`config.mk`:
```
export PLATFORM = sky130hd
export DESIGN_NAME = mem_lsu
export DESIGN_NICKNAME = d
export VERILOG_FILES = /design/src/rtl/mem_lsu.sv
export SDC_FILE = /design/constraint.sdc
export NUM_CORES = 1
export LEC_CHECK = 0
export ABC_AREA = 1
export CAP_MARGIN = 20
export CELL_PAD_IN_SITES_DETAIL_PLACEMENT = 1
export CELL_PAD_IN_SITES_GLOBAL_PLACEMENT = 2
export CORE_ASPECT_RATIO = 1.5
export CORE_MARGIN = 2
export CORE_UTILIZATION = 26
export DETAILED_ROUTE_END_ITERATION = 16
export GPL_TIMING_DRIVEN = 0
export HOLD_SLACK_MARGIN = 0.08
export PLACE_DENSITY = 0.91
export SYNTH_ARGS = -nofsm -noshare
export SYNTH_HDL_FRONTEND = slang
export SYNTH_SLANG_ARGS = --single-unit
```
`constraint.sdc`:
```
create_clock -name clk -period 8.95 [get_ports clk]
set_clock_uncertainty 0.15 [all_clocks]
set_input_delay 1.79 -clock clk [delete_from_list [all_inputs] [get_ports clk]]
set_output_delay 1.79 -clock clk [all_outputs]
set_load 0.05 [all_outputs]
```
`src/rtl/mem_lsu.sv`:
```
// -----------------------------------------------------------------------------
// mem_lsu -- multi-cycle load/store unit
//
// Takes the load/store command issued by the control unit and performs it as
// one transfer on a word-wide req/ack bus. Stores get byte-lane steering: the
// data is replicated across the lanes and strobes select the lanes written.
// Loads get lane extraction followed by sign or zero extension. The core is
// stalled while a transfer is outstanding. A misaligned or illegal-size access
// raises a fault and never reaches the bus. If the bus does not acknowledge
// within TIMEOUT cycles, the transfer is abandoned.
//
// Ports
//   clk            core clock, rising edge
//   reset          asynchronous, active-high reset
//   MemWrite       store request
//   MemRead        load request (a store wins when both are high)
//   LST[2:0]       load/store type; [1:0] size 00 byte, 01 half, 10 word, 11 illegal
//   LSE            1 = sign-extend load result, 0 = zero-extend
//   Addr[31:0]     byte address
//   WriteData[31:0] store data
//   ReadData[31:0] extended load result, registered
//   Stall          hold the PC/pipeline this cycle
//   MisalignFault  one-cycle pulse on a misaligned or illegal-size access
//   BusErr         one-cycle pulse (in the DONE cycle) on a bus timeout abort
//   bus_req        bus request, registered
//   bus_we         1 = write transfer
//   bus_addr[31:0] word-aligned address
//   bus_wstrb[3:0] byte write strobes (zero for loads)
//   bus_wdata[31:0] lane-replicated store data
//   bus_rdata[31:0] read word, valid with bus_ack
//   bus_ack        transfer complete
// -----------------------------------------------------------------------------
module mem_lsu #(
  parameter int unsigned TIMEOUT = 16
) (
  input  logic        clk,
  input  logic        reset,
  input  logic        MemWrite,
  input  logic        MemRead,
  input  logic [2:0]  LST,
  input  logic        LSE,
  input  logic [31:0] Addr,
  input  logic [31:0] WriteData,
  output logic [31:0] ReadData,
  output logic        Stall,
  output logic        MisalignFault,
  output logic        BusErr,
  output logic        bus_req,
  output logic        bus_we,
  output logic [31:0] bus_addr,
  output logic [3:0]  bus_wstrb,
  output logic [31:0] bus_wdata,
  input  logic [31:0] bus_rdata,
  input  logic        bus_ack
);

  typedef enum logic [1:0] {
    S_IDLE = 2'd0,
    S_BUSY = 2'd1,
    S_DONE = 2'd2
  } state_t;

  localparam logic [1:0] SZ_BYTE = 2'b00;
  localparam logic [1:0] SZ_HALF = 2'b01;
  localparam logic [1:0] SZ_WORD = 2'b10;

  // Abort is decided in the BUSY cycle whose count is TIMEOUT-1, so the
  // request stays up for exactly TIMEOUT cycles.
  localparam logic [7:0] TMO_LAST = 8'(TIMEOUT - 1);

  // Byte strobes for a store of the given size at byte offset off.
  function automatic logic [3:0] f_strobe(input logic [1:0] size,
                                          input logic [1:0] off);
    logic [3:0] s;
    case (size)
      SZ_BYTE: s = 4'b0001 << off;
      SZ_HALF: s = off[1] ? 4'b1100 : 4'b0011;
      default: s = 4'b1111;
    endcase
    return s;
  endfunction

  // Store data replicated across every lane the size could address.
  function automatic logic [31:0] f_wdata(input logic [1:0]  size,
                                          input logic [31:0] d);
    logic [31:0] w;
    case (size)
      SZ_BYTE: w = {4{d[7:0]}};
      SZ_HALF: w = {2{d[15:0]}};
      default: w = d;
    endcase
    return w;
  endfunction

  // Lane extraction from the bus word, then sign/zero extension.
  function automatic logic [31:0] f_load(input logic [1:0]  size,
                                         input logic [1:0]  off,
                                         input logic        sext,
                                         input logic [31:0] rdata);
    logic [7:0]  b;
    logic [15:0] h;
    logic [31:0] r;
    case (off)
      2'd0:    b = rdata[7:0];
      2'd1:    b = rdata[15:8];
      2'd2:    b = rdata[23:16];
      default: b = rdata[31:24];
    endcase
    h = off[1] ? rdata[31:16] : rdata[15:0];
    case (size)
      SZ_BYTE: r = sext ? {{24{b[7]}}, b} : {24'd0, b};
      SZ_HALF: r = sext ? {{16{h[15]}}, h} : {16'd0, h};
      default: r = rdata;
    endcase
    return r;
  endfunction

  state_t      r_state;
  state_t      w_state_nxt;

  logic        r_bus_req;
  logic        r_bus_we;
  logic [31:0] r_bus_addr;
  logic [3:0]  r_bus_wstrb;
  logic [31:0] r_bus_wdata;
  logic [31:0] r_rdata;
  logic        r_buserr;
  logic [1:0]  r_off;
  logic [1:0]  r_size;
  logic        r_lse;
  logic [7:0]  r_cnt;

  logic        w_access;
  logic        w_legal;
  logic        w_stall;
  logic        w_fault;
  logic        w_start;
  logic        w_ack;
  logic        w_tmo;
  logic        w_unused;

  assign w_access = MemWrite | MemRead;
  // LST[2] is the unsigned flag of funct3; extension is driven by LSE instead.
  assign w_unused = LST[2];

  always_comb begin
    w_legal = 1'b0;
    case (LST[1:0])
      SZ_BYTE: w_legal = 1'b1;
      SZ_HALF: w_legal = ~Addr[0];
      SZ_WORD: w_legal = (Addr[1:0] == 2'b00);
      default: w_legal = 1'b0;
    endcase
  end

  // State register
  always_ff @(posedge clk or posedge reset) begin
    if (reset) begin
      r_state <= S_IDLE;
    end else begin
      r_state <= w_state_nxt;
    end
  end

  // Next state and per-cycle control
  always_comb begin
    w_state_nxt = r_state;
    w_stall     = 1'b0;
    w_fault     = 1'b0;
    w_start     = 1'b0;
    w_ack       = 1'b0;
    w_tmo       = 1'b0;
    case (r_state)
      S_IDLE: begin
        if (w_access) begin
          if (w_legal) begin
            w_stall     = 1'b1;
            w_start     = 1'b1;
            w_state_nxt = S_BUSY;
          end else begin
            w_fault = 1'b1;
          end
        end
      end
      S_BUSY: begin
        w_stall = 1'b1;
        if (bus_ack) begin
          w_ack       = 1'b1;
          w_state_nxt = S_DONE;
        end else if (r_cnt == TMO_LAST) begin
          w_tmo       = 1'b1;
          w_state_nxt = S_DONE;
        end
      end
      // The request is still asserted here; it belongs to the access just
      // retired, so it is ignored.
      S_DONE: w_state_nxt = S_IDLE;
      default: w_state_nxt = S_IDLE;
    endcase
  end

  // Combinational outputs are masked by reset so they drop immediately.
  assign Stall         = w_stall & ~reset;
  assign MisalignFault = w_fault & ~reset;

  // Bus side and result registers
  always_ff @(posedge clk or posedge reset) begin
    if (reset) begin
      r_bus_req   <= 1'b0;
      r_bus_we    <= 1'b0;
      r_bus_addr  <= 32'd0;
      r_bus_wstrb <= 4'd0;
      r_bus_wdata <= 32'd0;
      r_rdata     <= 32'd0;
      r_buserr    <= 1'b0;
      r_off       <= 2'd0;
      r_size      <= 2'd0;
      r_lse       <= 1'b0;
      r_cnt       <= 8'd0;
    end else begin
      r_buserr <= w_tmo;
      if (w_start) begin
        r_bus_req   <= 1'b1;
        r_bus_we    <= MemWrite;
        r_bus_addr  <= {Addr[31:2], 2'b00};
        r_bus_wstrb <= MemWrite ? f_strobe(LST[1:0], Addr[1:0]) : 4'd0;
        r_bus_wdata <= f_wdata(LST[1:0], WriteData);
        r_off       <= Addr[1:0];
        r_size      <= LST[1:0];
        r_lse       <= LSE;
      end
      if (w_fault) begin
        r_rdata <= 32'd0;
      end
      if (w_ack) begin
        r_bus_req <= 1'b0;
        if (!r_bus_we) begin
          r_rdata <= f_load(r_size, r_off, r_lse, bus_rdata);
        end
      end
      if (w_tmo) begin
        r_bus_req <= 1'b0;
        r_rdata   <= 32'd0;
      end
      // Counts consecutive un-acked BUSY cycles; zero everywhere else.
      if ((r_state == S_BUSY) && !bus_ack) begin
        r_cnt <= r_cnt + 8'd1;
      end else begin
        r_cnt <= 8'd0;
      end
    end
  end

  assign ReadData  = r_rdata;
  assign BusErr    = r_buserr;
  assign bus_req   = r_bus_req;
  assign bus_we    = r_bus_we;
  assign bus_addr  = r_bus_addr;
  assign bus_wstrb = r_bus_wstrb;
  assign bus_wdata = r_bus_wdata;

endmodule

```
==> impl_metrics.tcl <==
set metrics [dict create \
    htreeDepth 4 \
    rsz0062_at_grt "false" \
    syn_area_um2 5670 \
    core_area_um2 21600 \
    fmax_mhz 159 \
    synth_area_per_cell_um2 7.44 \
    antenna_found_initial 0 \
    dieArea_um2 23000 \
    max_slew_margin_pct 60.8 \
    combinationalPowerShare_pct 53.1 \
    reg2reg_depth 9 \
    clk_root_buffer_cell "clkbuf_16" \
    slew_violations 0 \
    crit_chain "clkdlybuf4s50_1 -> nor2_1 -> nand2_1 -> nand2_1 -> nand2_2 -> buf_2 -> buf_4 -> a21oi_1 -> clkdlybuf4s50_1" \
    vias_per_cell 4.58 \
    final_cell_count_no_fill 1275 \
    grt_pass1_wl_mm 33.5 \
    wire_per_inst_um 16.7 \
    cpPeakStageDelay_ns 0.82 \
    start_kind "input pin" \
    num_vias 5839 \
    tightest_slew_ns 0.587 \
    setup_viol 0 \
    fin_crit_ns 6.30 \
    final_layout_size_suffix_gt1_share_pct 8.37 \
    post-cts-setup-buffers 0 \
    ff2ff_setup_slack_ns 6.85 \
    irDropWorstVdd_mv 0.149 \
    cts_resized 0 \
    drt_iter0_markers 261 \
    p_seq_share_pct 25.6 \
    hold_path.class "reg -> reg" \
    totalPowerFinal_mw 3.29 \
    clkTransAtPathRegs_ns 0.06 \
    crit_path_start "LST[0]" \
    fin_crit_sh_pct 70.4 \
    ys_warn_count 0 \
    dr.pass1.iters 4 \
    wirelength_mm 21.3 \
    synth_seq_cells 116 \
    holdBufCountCts 0 \
    worstSetupPathDepth 9 \
    grt.met3_usage_pct 4.48 \
    port_buffers 206 \
    switching_share_pct 48.3 \
    grt_pass1_vias 6247 \
    path_max_fanout 10 \
    cts_made_buffers 17 \
    cp-endpoint "Stall" \
    crit_family "buffers and inverters" \
    p_clk_share_pct 21.3 \
    p_per_area_nw_per_um2 378 \
    fin_nets 1096 \
    grt_busiest_layer "met2" \
    worstHoldStart "bus_addr[7]$_DFFE_PP0P_" \
    grt_use_met2_pct 35.2 \
    status "finished, final reports clean" \
    drc 0 \
    clockBufferDepth 2 \
    synthToLayoutAreaGrowth_pct 53.5 \
    final_cell_mix "354 x nand2_1, 206 x clkdlybuf4s50_1, 116 x dfrtp_1" \
    mostFrequentLayoutCell "nand2_1" \
    ant_nets 0 \
    worstReg2RegEnd "ReadData[10]$_DFF_PP0_" \
    grt_start_max_net_pins 76 \
    die_y_um 185 \
    start_util_pct 26.3 \
    critPathArrivalTime_ns 4.36 \
    p_leak_nw 4.16 \
    synth.yosys.seq_area_share_pct 51.2 \
    diodes 0 \
    clk_latency_ns 0.43 \
    row_count 66 \
    routabilityCongestion 0.799 \
    synthCells 763 \
    required_ns 7.01 \
    tns_ns 0 \
    yosysUniqueCellTypes 26 \
    grt_overflow 0 \
    ios 210 \
    finalHoldViolations 0 \
    slowest_stage "clkdlybuf4s50_1" \
    clkSinkCount 116 \
    globalRouteMet1Util_pct 19.9 \
    cts_tree "built" \
    reg2reg_from "r_cnt[0]$_DFF_PP0_" \
    place_inst 1243 \
    worstSetupEndpointType "primary output" \
    grt_use_total_pct 18.6 \
    fp.dieW_um 125 \
    crit_type "in -> out" \
    p_sw_mw 1.59 \
    p_int_mw 1.70 \
    hpwlAfterDp_mm 16.2 \
    path_buf_inv 4 \
    cap_viol_max_count 0 \
]
-- cells in the mapped netlist (all sizes together) --
library cell	count	area, µm²
dfrtp	116	2900
inv	36	135
nor4	1	6.26
conb	1	3.75
or2	23	144
o22ai	7	43.8
nand3	15	80.1
a22oi	4	30.0
buf	21	124
clkbuf	23	86.3
nor2	48	183
o21ai	43	215
nand2	356	1340
ha	1	12.5
xor2	1	8.76
a21oi	48	240
o21a	1	7.51
nor3	2	10.0
a31oi	16	100
-- layer usage --
layer,vias up,wire length [µm]
met2,142,11600
met5,-,0
met3,26,1040
met1,2810,8160
met4,0,524
li1,2861,-
-- power by group through the flow --
stage,clock (mW),combinational [mW],sequential (mW)
finish,0.702,1.74,0.842
global route,0.738,1.87,0.868
CTS,0.717,1.77,0.845
detailed placement,0,1.76,0.849
global placement,0,1.74,0.841
floorplan,0,0.462,1.50
-- metrics by stage --
stage | cell area, µm² | setup WS, ns | hold WS, ns | util (%)
after floorplan | 5680 | 3.74 | 0.283 | -
after global placement | 8080 | 1.87 | 0.296 | 37.5
after detailed placement | 8110 | 2.64 | 0.318 | 37.6
after CTS | 8710 | 2.64 | 0.332 | 40.4
after global routing | 8710 | 2.50 | 0.352 | 40.4
final | 8710 | 2.65 | 0.328 | 40.4
-- worst register-to-register path, cell delays in order (launching register included) --
cell and delay [ns]:
dfrtp_1 0.40, ha_1 0.22, nand2_1 0.07, inv_1 0.05, nand2_1 0.14, nor3_1 0.08, nand2_1 0.23, clkbuf_1 0.43
nand2_1 0.11, a21oi_1 0.14
-- worst min path at each step --
stage	to	cells after the start	slack [ns]
2_1_floorplan	r_cnt[0]$_DFF_PP0_	1	0.28
3_3_place_gp	r_cnt[0]$_DFF_PP0_	1	0.30
3_5_place_dp	bus_addr[16]$_DFFE_PP0P_	2	0.32
4_1_cts	r_cnt[0]$_DFF_PP0_	1	0.33
5_1_grt	bus_wdata[6]$_DFFE_PP0P_	2	0.35
6_report	bus_addr[7]$_DFFE_PP0P_	2	0.33
-- cell type report --
type                            count  area, µm²
Multi-Input combinational cell    568       2430
Clock inverter                     15        171
Inverter                           36        140
Timing Repair Buffer              207       2090
Clock buffer                       17        425
Tap cell                          272        340
Sequential cell                   116       2900
Buffer                             44        210
Fill cell                        2642      12800
-- state kept, by name (all words and copies together) (netlist names) --
register and flops:
bus_wstrb 4, r_lse 1, r_state 2, bus_wdata 32, ReadData 32, bus_req 1, BusErr 1, r_off 2
bus_addr 30, r_size 2, bus_we 1, r_cnt 8
-- logic make-up (layout without fill, tap and decap cells) --
kind of cell / count (synthesis) / count (layout) / share of synthesized area (%)
other cells: 1 / 2 / 0.0661
flops: 116 / 116 / 51.2
fa+ha+maj: 1 / 1 / 0.220
simple gates: 445 / 445 / 31.1
buf+inv: 80 / 319 / 6.09
compound gates: 119 / 119 / 11.2
xor+xnor: 1 / 1 / 0.154
No activity file was read; power rests on OpenSTA's default activity.
